### src/rtl/mul_sched_pkg.sv
// mul_sched_pkg: shared states, default sizes and circular first-one search for the multiplier scheduler
package mul_sched_pkg;
  typedef enum logic [1:0] {IDLE, LAUNCH, WAIT, RESP} state_t;
  localparam int N_REQ_DEF = 4;
  localparam int W_DEF = 4;
  localparam int TIMEOUT_DEF = 32;
  function automatic logic [2:0] rr_first(input logic [7:0] r, input logic [2:0] p, input int n);
    logic [2:0] idx;
    logic [2:0] j;
    idx = p;
    for (int k = 7; k >= 0; k--) begin
      j = 3'((int'(p) + k) % n);
      if (k < n && r[j]) idx = j;
    end
    return idx;
  endfunction
endpackage

### src/rtl/rr_pick.sv
// rr_pick: round-robin winner search with a pointer that moves past the loaded owner
module rr_pick import mul_sched_pkg::*; #(
  parameter int N = N_REQ_DEF
) (
  input  logic         clk,
  input  logic         rst,
  input  logic [N-1:0] req,
  input  logic         ld,
  input  logic [2:0]   ld_idx,
  output logic [N-1:0] win_oh,
  output logic [2:0]   win_idx,
  output logic         any
);
  logic [2:0] ptr_q, ptr_d;
  assign any = |req;
  always_comb begin
    win_idx = rr_first(8'(req), ptr_q, N);
    win_oh = any ? N'(1) << win_idx : '0;
    ptr_d = ld ? (ld_idx == 3'(N - 1) ? 3'd0 : ld_idx + 3'd1) : ptr_q;
  end
  always_ff @(posedge clk) ptr_q <= rst ? 3'd0 : ptr_d;
endmodule

### src/rtl/mul_rr_sched.sv
// mul_rr_sched: round-robin time-sharing of one sequential multiplier with done-edge detection and a watchdog
module mul_rr_sched import mul_sched_pkg::*; #(
  parameter int N_REQ = N_REQ_DEF,
  parameter int W = W_DEF,
  parameter int TIMEOUT_CYC = TIMEOUT_DEF
) (
  input  logic               clk,
  input  logic               rst,
  input  logic [N_REQ-1:0]   req,
  input  logic [N_REQ*W-1:0] mndo_in,
  input  logic [N_REQ*W-1:0] mdor_in,
  output logic [N_REQ-1:0]   gnt,
  output logic [N_REQ-1:0]   rsp_valid,
  output logic [2*W-1:0]     rsp_prod,
  output logic               rsp_err,
  output logic               busy,
  output logic               mul_st,
  output logic               mul_rst,
  output logic [W-1:0]       mul_mndo,
  output logic [W-1:0]       mul_mdor,
  input  logic               mul_done,
  input  logic [2*W-1:0]     mul_prod
);
  localparam int CW = $clog2(TIMEOUT_CYC + 1);
  state_t st_q, st_d;
  logic [N_REQ-1:0] own_q, own_d, win_oh;
  logic [2:0] idx_q, idx_d, win_idx;
  logic [W-1:0] mndo_q, mndo_d, mdor_q, mdor_d;
  logic [2*W-1:0] res_q, res_d;
  logic [CW-1:0] wd_q, wd_d;
  logic err_q, err_d, done_q, any, rise;
  rr_pick #(.N(N_REQ)) u_pick (
    .clk(clk),
    .rst(rst),
    .req(req),
    .ld(st_q == LAUNCH),
    .ld_idx(idx_q),
    .win_oh(win_oh),
    .win_idx(win_idx),
    .any(any)
  );
  assign rise = mul_done & ~done_q;
  always_comb begin
    st_d = st_q;
    own_d = own_q;
    idx_d = idx_q;
    mndo_d = mndo_q;
    mdor_d = mdor_q;
    res_d = res_q;
    err_d = err_q;
    wd_d = wd_q;
    case (st_q)
      IDLE: if (any) begin
        st_d = LAUNCH;
        own_d = win_oh;
        idx_d = win_idx;
        mndo_d = mndo_in[win_idx * W +: W];
        mdor_d = mdor_in[win_idx * W +: W];
      end
      LAUNCH: st_d = WAIT;
      WAIT: if (rise) begin
        res_d = mul_prod;
        st_d = RESP;
      end else if (wd_q == CW'(TIMEOUT_CYC - 1)) begin
        res_d = '0;
        err_d = 1'b1;
        st_d = RESP;
      end else begin
        wd_d = wd_q + CW'(1);
      end
      RESP: begin
        st_d = IDLE;
        err_d = 1'b0;
        wd_d = '0;
      end
    endcase
  end
  always_ff @(posedge clk) begin
    if (rst) begin
      st_q <= IDLE;
      own_q <= '0;
      idx_q <= '0;
      mndo_q <= '0;
      mdor_q <= '0;
      res_q <= '0;
      err_q <= 1'b0;
      wd_q <= '0;
      done_q <= 1'b0;
    end else begin
      st_q <= st_d;
      own_q <= own_d;
      idx_q <= idx_d;
      mndo_q <= mndo_d;
      mdor_q <= mdor_d;
      res_q <= res_d;
      err_q <= err_d;
      wd_q <= wd_d;
      done_q <= mul_done;
    end
  end
  assign gnt = st_q == LAUNCH ? own_q : '0;
  assign rsp_valid = st_q == RESP ? own_q : '0;
  assign rsp_prod = st_q == RESP ? res_q : '0;
  assign rsp_err = st_q == RESP && err_q;
  assign mul_rst = st_q == RESP && err_q;
  assign busy = st_q != IDLE;
  assign mul_st = st_q == LAUNCH;
  assign mul_mndo = mndo_q;
  assign mul_mdor = mdor_q;
endmodule

### config.mk
export PLATFORM = sky130hd
export DESIGN_NAME = mul_rr_sched
export DESIGN_NICKNAME = d
export VERILOG_FILES = /design/src/rtl/mul_sched_pkg.sv /design/src/rtl/rr_pick.sv /design/src/rtl/mul_rr_sched.sv
export SDC_FILE = /design/constraint.sdc
export NUM_CORES = 1
export LEC_CHECK = 0
export ABC_AREA = 1
export CAP_MARGIN = 20
export CELL_PAD_IN_SITES_DETAIL_PLACEMENT = 0
export CELL_PAD_IN_SITES_GLOBAL_PLACEMENT = 1
export CORE_MARGIN = 2
export CORE_UTILIZATION = 33
export CTS_CLUSTER_DIAMETER = 80
export CTS_CLUSTER_SIZE = 8
export DETAILED_ROUTE_END_ITERATION = 12
export HOLD_SLACK_MARGIN = 0.08
export PLACE_DENSITY = 0.93
export SETUP_SLACK_MARGIN = 0.2
export SLEW_MARGIN = 20
export SYNTH_ARGS = -nofsm -noshare
export SYNTH_HDL_FRONTEND = slang
export SYNTH_HIERARCHICAL = 1
export SYNTH_SLANG_ARGS = --single-unit
### constraint.sdc
create_clock -name clk -period 4.9 [get_ports clk]
set_clock_uncertainty 0.05 [all_clocks]
set_input_delay 0.49 -clock clk [delete_from_list [all_inputs] [get_ports clk]]
set_output_delay 0.49 -clock clk [all_outputs]
set_load 0.03 [all_outputs]
**Word level (Yosys, flattened, before mapping)**

Index checks and enable logic that the tools add are counted.

- Flip-flop bits (word level): 36
- Bits of input ports: 47
- Output and inout bits: 28
- Logic and storage cells: 79

- $add $sub $neg: 5
- Magnitude comparators: 4
- Eq/ne operators: 10
- Shift-type cells: 3
- Mux-type cells: 28
- Bitwise gates (word level): 5
- Reductions and logical operators: 14

Operators with widths:

| operator | number |
|---|---|
| $shiftx A16 B6 Y4 | 2 |
| $mux W8 | 3 |
| $mux W3 | 5 |
| $lt A3 B4 Y1 const B | 3 |
| $mux W6 | 2 |
| $pmux W6 S2 | 1 |
| $bmux W1 S3 | 3 |
| $mux W4 | 2 |
| $ne A2 B2 Y1 const B | 4 |
| $pmux W2 S4 | 1 |
| $add A6 B1 Y6 const B | 1 |
| $eq A6 B5 Y1 const B | 1 |
| $mux W1 | 6 |
| $mux W2 | 3 |
| $reduce_and A2 Y1 | 3 |
| $reduce_and A3 Y1 | 2 |
| $reduce_bool A2 Y1 | 3 |
| $reduce_or A2 Y1 | 3 |
| $add A2 B2 Y2 const B | 2 |
| $eq A2 B2 Y1 const B | 2 |
| $lt A2 B4 Y1 const B | 1 |
| $reduce_or A4 Y1 | 1 |
| $shl A1 B3 Y4 const A | 1 |
| $add A3 B1 Y3 const B | 1 |
| other kinds (11) | 13 |

**Depth between registers and ports, before layout**

Gate-level depths: netlist (run 1).

- Depth in word-level cells: 10
- Mapped depth: 19
- Depth with buffers taken out: 16

**By module**

The synthesis (run 1) kept the hierarchy.

Modules (own cells, without submodules):

| module | instances | cells each | area an instance (um^2) | sequential area each (um^2) |
|---|---|---|---|---|
| mul_rr_sched | 1 | 282 | 1,824.2 | 660.6 |
| rr_pick | 1 | 78 | 444.2 | 60.1 |

**Worst setup path before layout (run 1)**

No wires, ideal clock.

- Path kind: input to register
- Start: in req[3]
- End: reg mdor_q[3] (netlist: mul_mdor[3])
- Arrival time: 1.745 ns
- Data required time: 4.716 ns
- Path slack: 2.971 ns
- Stages on the path: 14
- Path buffers: 2
- Cell sequence: inv_1 > nand2_1 > nand3_1 > nand2_1 > nand3_1 > nand4_1 > nand2_1 > buf_4 > clkinv_2 > buf_6 > o21ai_1 > o21ai_1 > nand2_1 > a21oi_1

- Cells in the longest elaborated chain, start to end: 7

Ends and longest elaborated chain:

| what | RTL line | RTL |
|---|---|---|
| start, declared | mul_rr_sched.sv:9 | `input logic [N_REQ-1:0] req,` |
| $bmux W1 S3 | mul_sched_pkg.sv:13 | `if (k < n && r[j]) idx = j;` |
| $mux W1 (not written as such) | mul_sched_pkg.sv:13 |  |
| $mux W3 (3 in series) | mul_sched_pkg.sv:13 |  |
| $mux W3 * | mul_sched_pkg.sv:13 |  |
| via win_idx[0] | mul_rr_sched.sv:27 | `logic [2:0] idx_q, idx_d, win_idx;` |
| $shiftx A16 B6 Y4 * | mul_rr_sched.sv:58 | `mdor_d = mdor_in[win_idx * W +: W];` |
| end signal, assigned | mul_rr_sched.sv:94 | `mdor_q <= mdor_d;` |
| end, declared | mul_rr_sched.sv:28 | `logic [W-1:0] mndo_q, mndo_d, mdor_q, mdor_d;` |

Mark *: on every way through the listed nets, which the timed path passes. The rest lies on a longest branch. The select of a mux whose other input is x is not followed.
A chain may end at the register's enable or synchronous reset.

**Final worst setup path (run 1)**

- Start: in req[3]
- End: reg mndo_q[1] (netlist: mul_mndo[1])

- Cells in the longest elaborated chain, start to end: 7

Ends and longest elaborated chain:

| what | RTL line | RTL |
|---|---|---|
| $bmux W1 S3 | mul_sched_pkg.sv:13 |  |
| $mux W1 (not written as such) | mul_sched_pkg.sv:13 |  |
| $mux W3 (3 in series) | mul_sched_pkg.sv:13 |  |
| $mux W3 * | mul_sched_pkg.sv:13 |  |
| via win_idx[0] | mul_rr_sched.sv:27 |  |
| $shiftx A16 B6 Y4 * | mul_rr_sched.sv:57 | `mndo_d = mndo_in[win_idx * W +: W];` |
| end signal, assigned | mul_rr_sched.sv:93 | `mndo_q <= mndo_d;` |
| end, declared | mul_rr_sched.sv:28 |  |

Marked as above.

==> results of run 1 <==
per-stage QoR:
step / instance area (sq um) / setup slack [ns] / total power, mW / std cells
6_report: 3140 / 2.10 / 1.68 / 510
5_1_grt: 3140 / 1.78 / 1.86 / 510
4_1_cts: 3140 / 2.07 / 1.70 / 510
3_5_place_dp: 3030 / 1.77 / 1.44 / 502
3_3_place_gp: 3030 / 1.86 / 1.43 / 502
2_1_floorplan: 2270 / 2.97 / 1.23 / 360
cells in the final DEF, fill, tap and decap left out:
| cell type | count |
|---|---|
| nand3_4 | 1 |
| o21ai_2 | 1 |
| nand3_1 | 16 |
| nand2_1 | 94 |
| inv_2 | 8 |
| clkbuf_8 | 5 |
| nor2_4 | 1 |
| or2_2 | 2 |
| nand3_2 | 4 |
| nand2_4 | 1 |
| clkinvlp_4 | 1 |
| nand4_1 | 5 |
| dfxtp_1 | 36 |
| inv_8 | 1 |
| clkdlybuf4s50_1 | 74 |
| nor3b_1 | 1 |
| a21oi_1 | 27 |
| nor4_1 | 1 |
| nor2_2 | 3 |
| bufinv_16 | 1 |
| nor2_1 | 51 |
| o21ai_1 | 9 |
| ha_1 | 7 |
| nand2_2 | 14 |
| inv_1 | 36 |
| o21ai_0 | 28 |
| clkinv_2 | 2 |
cell usage after synthesis (2+ instances only):
master,count
inv_1,36
nand2_1,94
nand4_1,5
or2_2,2
dfxtp_1,36
buf_4,3
nand3_2,4
nand2_2,14
o21ai_0,28
buf_2,2
a21oi_1,27
nor2_2,3
nor2_1,51
nand3_1,16
o21ai_1,9
ha_1,7
clkbuf_1,3
buf_6,3
inv_2,8
state kept, by name (all words and copies together), names as in the netlist:
register / flops
wd_q: 6
mul_mndo: 4
idx_q: 3
res_q: 8
own_q: 4
st_q: 2
u_pick/ptr_q: 3
err_q: 1
mul_mdor: 4
done_q: 1
power groups by stage:
| stage | combinational (mW) | clock (mW) | sequential (mW) |
|---|---|---|---|
| 5_1_grt | 1.14 | 0.277 | 0.446 |
| 6_report | 0.995 | 0.255 | 0.435 |
| 3_5_place_dp | 0.997 | 0 | 0.441 |
| 4_1_cts | 1.00 | 0.262 | 0.435 |
| 3_3_place_gp | 0.987 | 0 | 0.439 |
| 2_1_floorplan | 0.777 | 0 | 0.448 |
critical path, stage by stage:
cell and delay (ns):
clkdlybuf4s50_1 0.49, inv_1 0.06, nand2_1 0.07, nand3_1 0.12
nand2_1 0.10, nand3_1 0.12, nand3_2 0.11, nand2_2 0.06
nand2_1 0.39, clkinv_2 0.32, o21ai_0 0.29, o21ai_1 0.10
nand2_1 0.07, a21oi_1 0.06
per-layer routing:
layer | vias to the layer above | wire length [um] | global-route usage
met5 | - | 0 | 0
met4 | 0 | 36 | 0.0355
met3 | 4 | 286 | 0.0379
met2 | 63 | 2790 | 0.271
met1 | 1052 | 2710 | 0.215
li1 | 1270 | - | -
cell type report:
type                    instances  area, sq um
flip-flops and latches         36          721
repair buffers                 74          741
well taps                      80          100
fillers                       656         3580
inverters                      46          181
clock buffers                   5         68.8
multi-input cells             266         1280
clock inverters                 3         42.5
cells by family after synthesis:
group | synth area share
flip-flops | 0.318
adder cells (fa/ha/maj) | 0.0386
buffers and inverters | 0.116
AO/OA/AOI/OAI | 0.145
AND/OR/NAND/NOR | 0.383
final timing paths:
| path | slack (ns) | start | endpoint |
|---|---|---|---|
| min | 0.40 | err_q$_SDFFE_PP0P_ | err_q$_SDFFE_PP0P_ |
| max reg2reg | 2.15 | u_pick/ptr_q[0]$_SDFFE_PP0P_ | mul_mndo[1]$_SDFFE_PP0P_ |
| min reg2reg | 0.40 | err_q$_SDFFE_PP0P_ | err_q$_SDFFE_PP0P_ |
| max | 2.10 | req[3] | mul_mndo[1]$_SDFFE_PP0P_ |
==> impl_metrics.json, run 1 <==
{
  "power_frac_clock": 0.151,
  "firstDrtPassIters": 4,
  "cp.arrival_ns": 2.87,
  "grt_pass1_wl_um": 10000,
  "syn_area_per_cell_sq_um": 6.30,
  "whs_ns": 0.403,
  "drv_slew": 0,
  "hold_viol": 0,
  "p_leak_nw": 1.40,
  "r2r_cells": 13,
  "cts_sinks": 36,
  "clkTransAtPathRegs_ns": 0.07,
  "async_flop_share": 0,
  "hold_path.class": "reg2reg",
  "grt_max_degree": 26,
  "dr_total_vias": 2389,
  "p_seq_frac": 0.258,
  "clockRootBuffer": "clkbuf_8",
  "comb_power_share": 0.591,
  "top_level_ports": 75,
  "grt_pass1_vias": 2270,
  "ys_seq_elements": 36,
  "antenna_left": 0,
  "ys_types": 28,
  "rows": 30,
  "vdd_drop_max_v": 0.000275,
  "dp_hpwl_um": 4530,
  "clockBufferDepth": 2,
  "p_per_area_nw_per_um2": 537,
  "port_buffers": 74,
  "cts-htree-levels": 2,
  "rsz0062_at_grt": "no",
  "die_h_um": 86.9,
  "fin_nets": 483,
  "tritoncts": "done",
  "vias_per_cell": 4.68,
  "p_sw_mw": 0.818,
  "path_class": "in2reg",
  "ys_seq_area_frac": 0.318,
  "startpoint_type": "primary input",
  "synth.largest_area_cell": "dfxtp_1",
  "cts_buffers": 5,
  "synthFlopType": "dfxtp_1",
  "wl_per_cell_um": 11.4,
  "outcome": "complete, no violations",
  "end_kind": "flip-flop",
  "min_period_over_period": 0.571,
  "worstHoldPathCells": 2,
  "grt_usage": 0.163,
  "antenna_found_initial": 0,
  "fin_crit_ns": 2.80,
  "cp_data_required_time_ns": 4.97,
  "crit_fanout": 17,
  "timing.fmax_mhz": 358,
  "slew_headroom": 0.331,
  "drv_cap": 0,
  "drive_gt1_frac": 0.105,
  "setup_tns_ns": 0,
  "final_core_utilization": 0.467,
  "wl_um": 5820,
  "cts_resized": 0,
  "p_int_mw": 0.867,
  "insertedDiodeCount": 0,
  "synth_edf_count": 0,
  "grt_overflow_total": 0,
  "core_area_sq_um": 6720,
  "synth.area.top_cells": "dfxtp_1, nand2_1, nor2_1",
  "synth_top_area_share": 0.318,
  "die-area_sq_um": 7550,
  "routabilityCongestion": 0.898,
  "clk_latency_ns": 0.28,
  "ys_warn_count": 6,
  "drt_iter0_markers": 93,
  "hold_buffers": 0,
  "fp.dieW_um": 86.9,
  "p_sw_frac": 0.486,
  "setup_viol": 0,
  "cts_setup_buffers": 0,
  "drc": 0,
  "synth_cells": 360,
  "tightest_slew_ns": 1.00,
  "start_util": 0.338,
  "area_delta_synth_final_pct": 38.4,
  "syn_nets": 414,
  "synth_area_sq_um": 2270
}
Power figures use the tool's default switching activity.
==> run 2, diff against run 1 <==
--- a/config.mk
+++ b/config.mk
@@ -10,12 +10,12 @@
 export CELL_PAD_IN_SITES_DETAIL_PLACEMENT = 0
 export CELL_PAD_IN_SITES_GLOBAL_PLACEMENT = 1
 export CORE_MARGIN = 2
-export CORE_UTILIZATION = 33
+export CORE_UTILIZATION = 28
 export CTS_CLUSTER_DIAMETER = 80
 export CTS_CLUSTER_SIZE = 8
 export DETAILED_ROUTE_END_ITERATION = 12
 export HOLD_SLACK_MARGIN = 0.08
-export PLACE_DENSITY = 0.93
+export PLACE_DENSITY = 0.85
 export SETUP_SLACK_MARGIN = 0.2
 export SLEW_MARGIN = 20
 export SYNTH_ARGS = -nofsm -noshare
==> constraint.sdc (replaced) <==
create_clock -name clk -period 2.47 [get_ports clk]
set_clock_uncertainty 0.05 [all_clocks]
set_input_delay 0.247 -clock clk [delete_from_list [all_inputs] [get_ports clk]]
set_output_delay 0.247 -clock clk [all_outputs]
set_load 0.03 [all_outputs]
==> run 2 against run 1 <==
Against the previous run:
- global-route usage down 2.2 points
- critical path type is now reg2out
- clock power rose by 51%
- final area is 3.1% higher
- largest cell class unchanged
- combinational power grew 110%
- total power increased by 99%
- die area grew 17%
- critical path depth decreased by 9
- sequential cell count did not move
- critical endpoint is now gnt[1]
- register-to-register slack lost 1.7 ns
- first-iteration DRC count decreased by 31%
- core utilization decreased by 5.3 points
- non-clock buffer count increased by 6
==> impl_metrics.json, run 2 (synthesis results as in run 1) <==
{
  "outcome": "complete, no violations",
  "dpl.cell_count": 530,
  "die_h_um": 94.0,
  "end_kind": "output port",
  "path_class": "reg2out",
  "worstPathCellList": "inv_1 > ha_2 > nand2_1 > inv_1 > clkdlybuf4s50_1",
  "layout.cells.non_filler": 537,
  "vdd_drop_max_v": 0.000524,
  "grt_pass1_wl_um": 10200,
  "hold_buffers": 0,
  "min-delay-start": "res_q[6]$_SDFFE_PP0P_",
  "rows": 32,
  "clkTransAtPathRegs_ns": 0.07,
  "cpMostUsedCell": "inv_1",
  "tritoncts": "done",
  "fin_nets": 489,
  "hold_path.class": "reg2reg",
  "cts_setup_buffers": 0,
  "wl_um": 6080,
  "min_period_over_period": 0.874,
  "area_delta_synth_final_pct": 42.7,
  "setup_tns_ns": 0,
  "dpl_cell_area_sq_um": 3110,
  "place_ws_ns": 0.0475,
  "drt_iter0_markers": 64,
  "worst_path_largest_cell_delay_ns": 0.66,
  "vias_per_cell": 4.52,
  "wl_met3_um": 368,
  "cts_sinks": 36,
  "insertedDiodeCount": 0,
  "clk_latency_ns": 0.28,
  "top_register": "res_q",
  "routabilityCongestion": 0.846,
  "grt_pass1_vias": 2413,
  "clockBufferDepth": 2,
  "largest_reg_flops": 8,
  "reg2reg_setup_slack_ns": 0.48,
  "fin_ws_ns": 0.310,
  "dp_hpwl_um": 4680,
  "start_util": 0.291,
  "core_area_sq_um": 7810,
  "crit_fanout": 11,
  "dr_total_vias": 2425,
  "firstDrtPassIters": 4,
  "fill_cells": 824,
  "antenna_found_initial": 0,
  "setup_viol": 0,
  "hold_viol": 0,
  "final_core_utilization": 0.415,
  "timing.fmax_mhz": 463,
  "r2r_start": "u_pick/ptr_q[0]$_SDFFE_PP0P_",
  "cp.arrival_ns": 1.86,
  "reg_top3": "res_q x8, wd_q x6",
  "cts_resized": 1,
  "power_mw": 3.36,
  "final_area_sq_um": 3240,
  "tightest_slew_ns": 0.576,
  "rsz0062_at_grt": "no",
  "die-area_sq_um": 8840,
  "p_leak_nw": 1.68,
  "grt_overflow_total": 0,
  "drv_slew": 0,
  "startpoint_type": "flip-flop",
  "top_layer_used": "met4",
  "worstHoldPathCells": 2,
  "cp_slowest_cell": "clkdlybuf4s50_1",
  "worst-path-buf-inv": 3,
  "fin_crit_ns": 2.16,
  "p_per_area_nw_per_um2": 1040,
  "drc": 0,
  "cp_data_required_time_ns": 2.17,
  "final_cell_mix": "nand2_1, clkdlybuf4s50_1, nor2_1",
  "port_buffers": 74,
  "whs_ns": 0.412,
  "drv_cap": 0,
  "wl_per_cell_um": 11.3,
  "r2r_end": "mul_mdor[2]$_SDFFE_PP0P_",
  "drt-met1-wl_um": 2700,
  "slew_headroom": 0.615,
  "antenna_left": 0,
  "hold_end": "res_q[6]$_SDFFE_PP0P_",
  "fp.dieW_um": 94.0,
  "clockRootBuffer": "clkbuf_8",
  "r2r_cells": 16,
  "drive_gt1_frac": 0.122,
  "top_level_ports": 75,
  "grt_max_degree": 21,
  "cts_buffers": 5,
  "grt_usage": 0.141,
  "cts-htree-levels": 2,
  "crit_family": "buffers and inverters",
  "final_common_cell": "nand2_1",
  "routed-wl-met2_um": 2990
}
-- run 2: cell types whose count changed in the layout (fill, tap and decap cells not counted), moves of 2 or more --
cell,before,now
clkdlybuf4s50_1,74,60
dlymetal6s2s_1,0,14
buf_4,0,5
dfxtp_1,36,34
-- run 2: area by class of cell --
| type | instances | area, sq um | area share |
|---|---|---|---|
| clock buffers | 6 | 72.6 | 0.0224 |
| clock inverters | 1 | 5.00 | 0.00155 |
| inverters | 46 | 183 | 0.0564 |
| multi-input cells | 266 | 1290 | 0.399 |
| flip-flops and latches | 36 | 726 | 0.224 |
| well taps | 102 | 128 | 0.0394 |
| repair buffers | 80 | 833 | 0.257 |
-- run 2: power by group --
part           leakage, nW  switching, mW  internal [mW]  total [mW]
registers            0.296          0.125          0.732       0.857
logic                 1.35           1.33          0.792        2.12
clock network       0.0410          0.193          0.191       0.385
-- run 2: worst max-delay path by stage --
stage,from,to,slack [ns],depth (start not counted)
after floorplan,u_pick/ptr_q[0]$_SDFFE_PP0P_,mul_mdor[3]$_SDFFE_PP0P_,0.60,17
after global placement,req[1],mul_mndo[0]$_SDFFE_PP0P_,0.12,14
after detailed placement,req[3],mul_mndo[0]$_SDFFE_PP0P_,0.05,14
after CTS,u_pick/ptr_q[0]$_SDFFE_PP0P_,mul_mndo[0]$_SDFFE_PP0P_,0.20,11
after global routing,st_q[1]$_SDFFE_PP0P_,gnt[2],0.20,5
final,st_q[1]$_SDFFE_PP0P_,gnt[1],0.31,5
-- run 2: layer usage --
metal,GRT usage,vias to the layer above
met1,0.170,1093
met3,0.0465,2
met2,0.249,49
li1,-,1281
met4,0.0217,0
met5,0,-
-- run 2: worst reg2reg max path, cell delays in order (launching register included) --
cell and delay (ns):
dfxtp_4 0.39, inv_8 0.09, nand2_1 0.05, nand2_1 0.08
nand2_1 0.09, nand2_2 0.09, inv_2 0.05, nand2_2 0.07
nand4_1 0.14, nand2_2 0.16, buf_12 0.14, nor2_1 0.05
nor2_1 0.07, o21ai_0 0.08, o21ai_1 0.12, nand2_1 0.08
a21oi_1 0.13
==> run 3, diff against run 2 <==
--- a/config.mk
+++ b/config.mk
@@ -15,7 +15,7 @@
 export CTS_CLUSTER_SIZE = 8
 export DETAILED_ROUTE_END_ITERATION = 12
 export HOLD_SLACK_MARGIN = 0.08
-export PLACE_DENSITY = 0.85
+export PLACE_DENSITY_LB_ADDON = 0.3
 export SETUP_SLACK_MARGIN = 0.2
 export SLEW_MARGIN = 20
 export SYNTH_ARGS = -nofsm -noshare
==> run 3 against run 2 <==
Against the previous run:
- sequential cell count stayed put
- clock-buffer cell count stayed put
- hold slack worse by 0.010 ns
- fmax is 0.87% lower
- setup slack worse by 0.019 ns
- sequential share of layout area is 0.19 points higher
- critical endpoint unchanged
- combinational power is 2% lower
- non-clock buffer count is 1 higher
- first-iteration DRC count is 7.8% higher
- sequential power hardly changed
- total power is 0.82% lower
==> impl_metrics.json, run 3 (synthesis results as in run 1) <==
{
  "drv_slew": 0,
  "whs_ns": 0.402,
  "grt_usage": 0.144,
  "hold_buffers": 0,
  "p_leak_nw": 1.42,
  "grt_overflow_total": 0,
  "drc": 0,
  "path_class": "reg2out",
  "clkTransAtPathRegs_ns": 0.07,
  "dp_hpwl_um": 4590,
  "grt_pass1_wl_um": 10200,
  "hold_path.class": "reg2reg",
  "antenna_left": 0,
  "setup_viol": 0,
  "fin_nets": 490,
  "reg_top3": "res_q x8, wd_q x6",
  "wl_per_cell_um": 11.3,
  "startpoint_type": "flip-flop",
  "hold_viol": 0,
  "tritoncts": "done",
  "tightest_slew_ns": 0.380,
  "die-area_sq_um": 8840,
  "start_util": 0.291,
  "rows": 32,
  "cts-htree-levels": 2,
  "wl_um": 6070,
  "clockBufferDepth": 2,
  "antenna_found_initial": 0,
  "area_delta_synth_final_pct": 41.5,
  "grt_max_degree": 25,
  "timing.fmax_mhz": 459,
  "drt_iter0_markers": 69,
  "p_per_area_nw_per_um2": 1040,
  "cp.arrival_ns": 1.88,
  "die_h_um": 94.0,
  "cts_setup_buffers": 0,
  "routabilityCongestion": 0.834,
  "slew_headroom": 0.746,
  "core_area_sq_um": 7810,
  "cts_sinks": 36,
  "top_level_ports": 75,
  "cp_data_required_time_ns": 2.17,
  "rsz0062_at_grt": "yes",
  "firstDrtPassIters": 4,
  "port_buffers": 74,
  "fp.dieW_um": 94.0,
  "vdd_drop_max_v": 0.000485,
  "drive_gt1_frac": 0.124,
  "top_register": "res_q",
  "crit_fanout": 11,
  "final_cell_mix": "nand2_1, clkdlybuf4s50_1, nor2_1",
  "fin_ws_ns": 0.291,
  "largest_reg_flops": 8,
  "cts_buffers": 5,
  "vias_per_cell": 4.47,
  "grt_pass1_vias": 2286,
  "clk_latency_ns": 0.28,
  "drv_cap": 0,
  "insertedDiodeCount": 0,
  "dr_total_vias": 2407,
  "final_common_cell": "nand2_1",
  "outcome": "complete, no violations",
  "clockRootBuffer": "clkbuf_8",
  "min_period_over_period": 0.882,
  "fin_crit_ns": 2.18,
  "end_kind": "output port",
  "place_ws_ns": 0.106,
  "setup_tns_ns": 0
}
run 3: worst paths after layout:
kind	from	slack, ns	end	cells past startpoint
min reg2reg	err_q$_SDFFE_PP0P_	0.40	err_q$_SDFFE_PP0P_	2
min	err_q$_SDFFE_PP0P_	0.40	err_q$_SDFFE_PP0P_	2
max	st_q[1]$_SDFFE_PP0P_	0.29	gnt[1]	5
max reg2reg	u_pick/ptr_q[0]$_SDFFE_PP0P_	0.46	mul_mndo[3]$_SDFFE_PP0P_	14
run 3: critical path: stages, from the launching register on:
cell	delay, ns
dfxtp_1	0.36
inv_1	0.12
ha_2	0.31
nand2_1	0.08
inv_1	0.06
clkdlybuf4s50_1	0.66
run 3: power breakdown:
group	total [mW]	switching, mW	leakage, nW	internal, mW
Combinational	2.08	1.30	1.08	0.777
Clock	0.394	0.202	0.0410	0.192
Sequential	0.860	0.128	0.296	0.731
run 3: per-layer routing:
layer	wire, um	track usage	vias to the layer above
met5	0	0	-
met4	69	0.0423	0
met3	396	0.0393	8
met2	2790	0.239	62
met1	2820	0.182	1049
li1	-	-	1288
run 3: final cells by class:
cell class              instances  area, sq um
clock inverters                 1         5.00
flip-flops and latches         36          726
inverters                      46          181
fillers                       843         4600
multi-input cells             266         1300
clock buffers                   6         72.6
well taps                     102          128
repair buffers                 81          797
run 3: what timing repair did:
item / in CTS / in global routing
resized for setup: 2 / 5
setup endpoints to repair: 16 / 19
cloned: 0 / 0
run 3: per-stage QoR:
stage | util | total power, mW | std cells | cell area [sq um]
2_1_floorplan | - | 2.43 | 360 | 2270
3_3_place_gp | 0.398 | 2.93 | 531 | 3110
3_5_place_dp | 0.398 | 2.95 | 531 | 3110
4_1_cts | 0.409 | 3.36 | 538 | 3190
5_1_grt | 0.411 | 3.70 | 538 | 3210
6_report | 0.411 | 3.33 | 538 | 3210
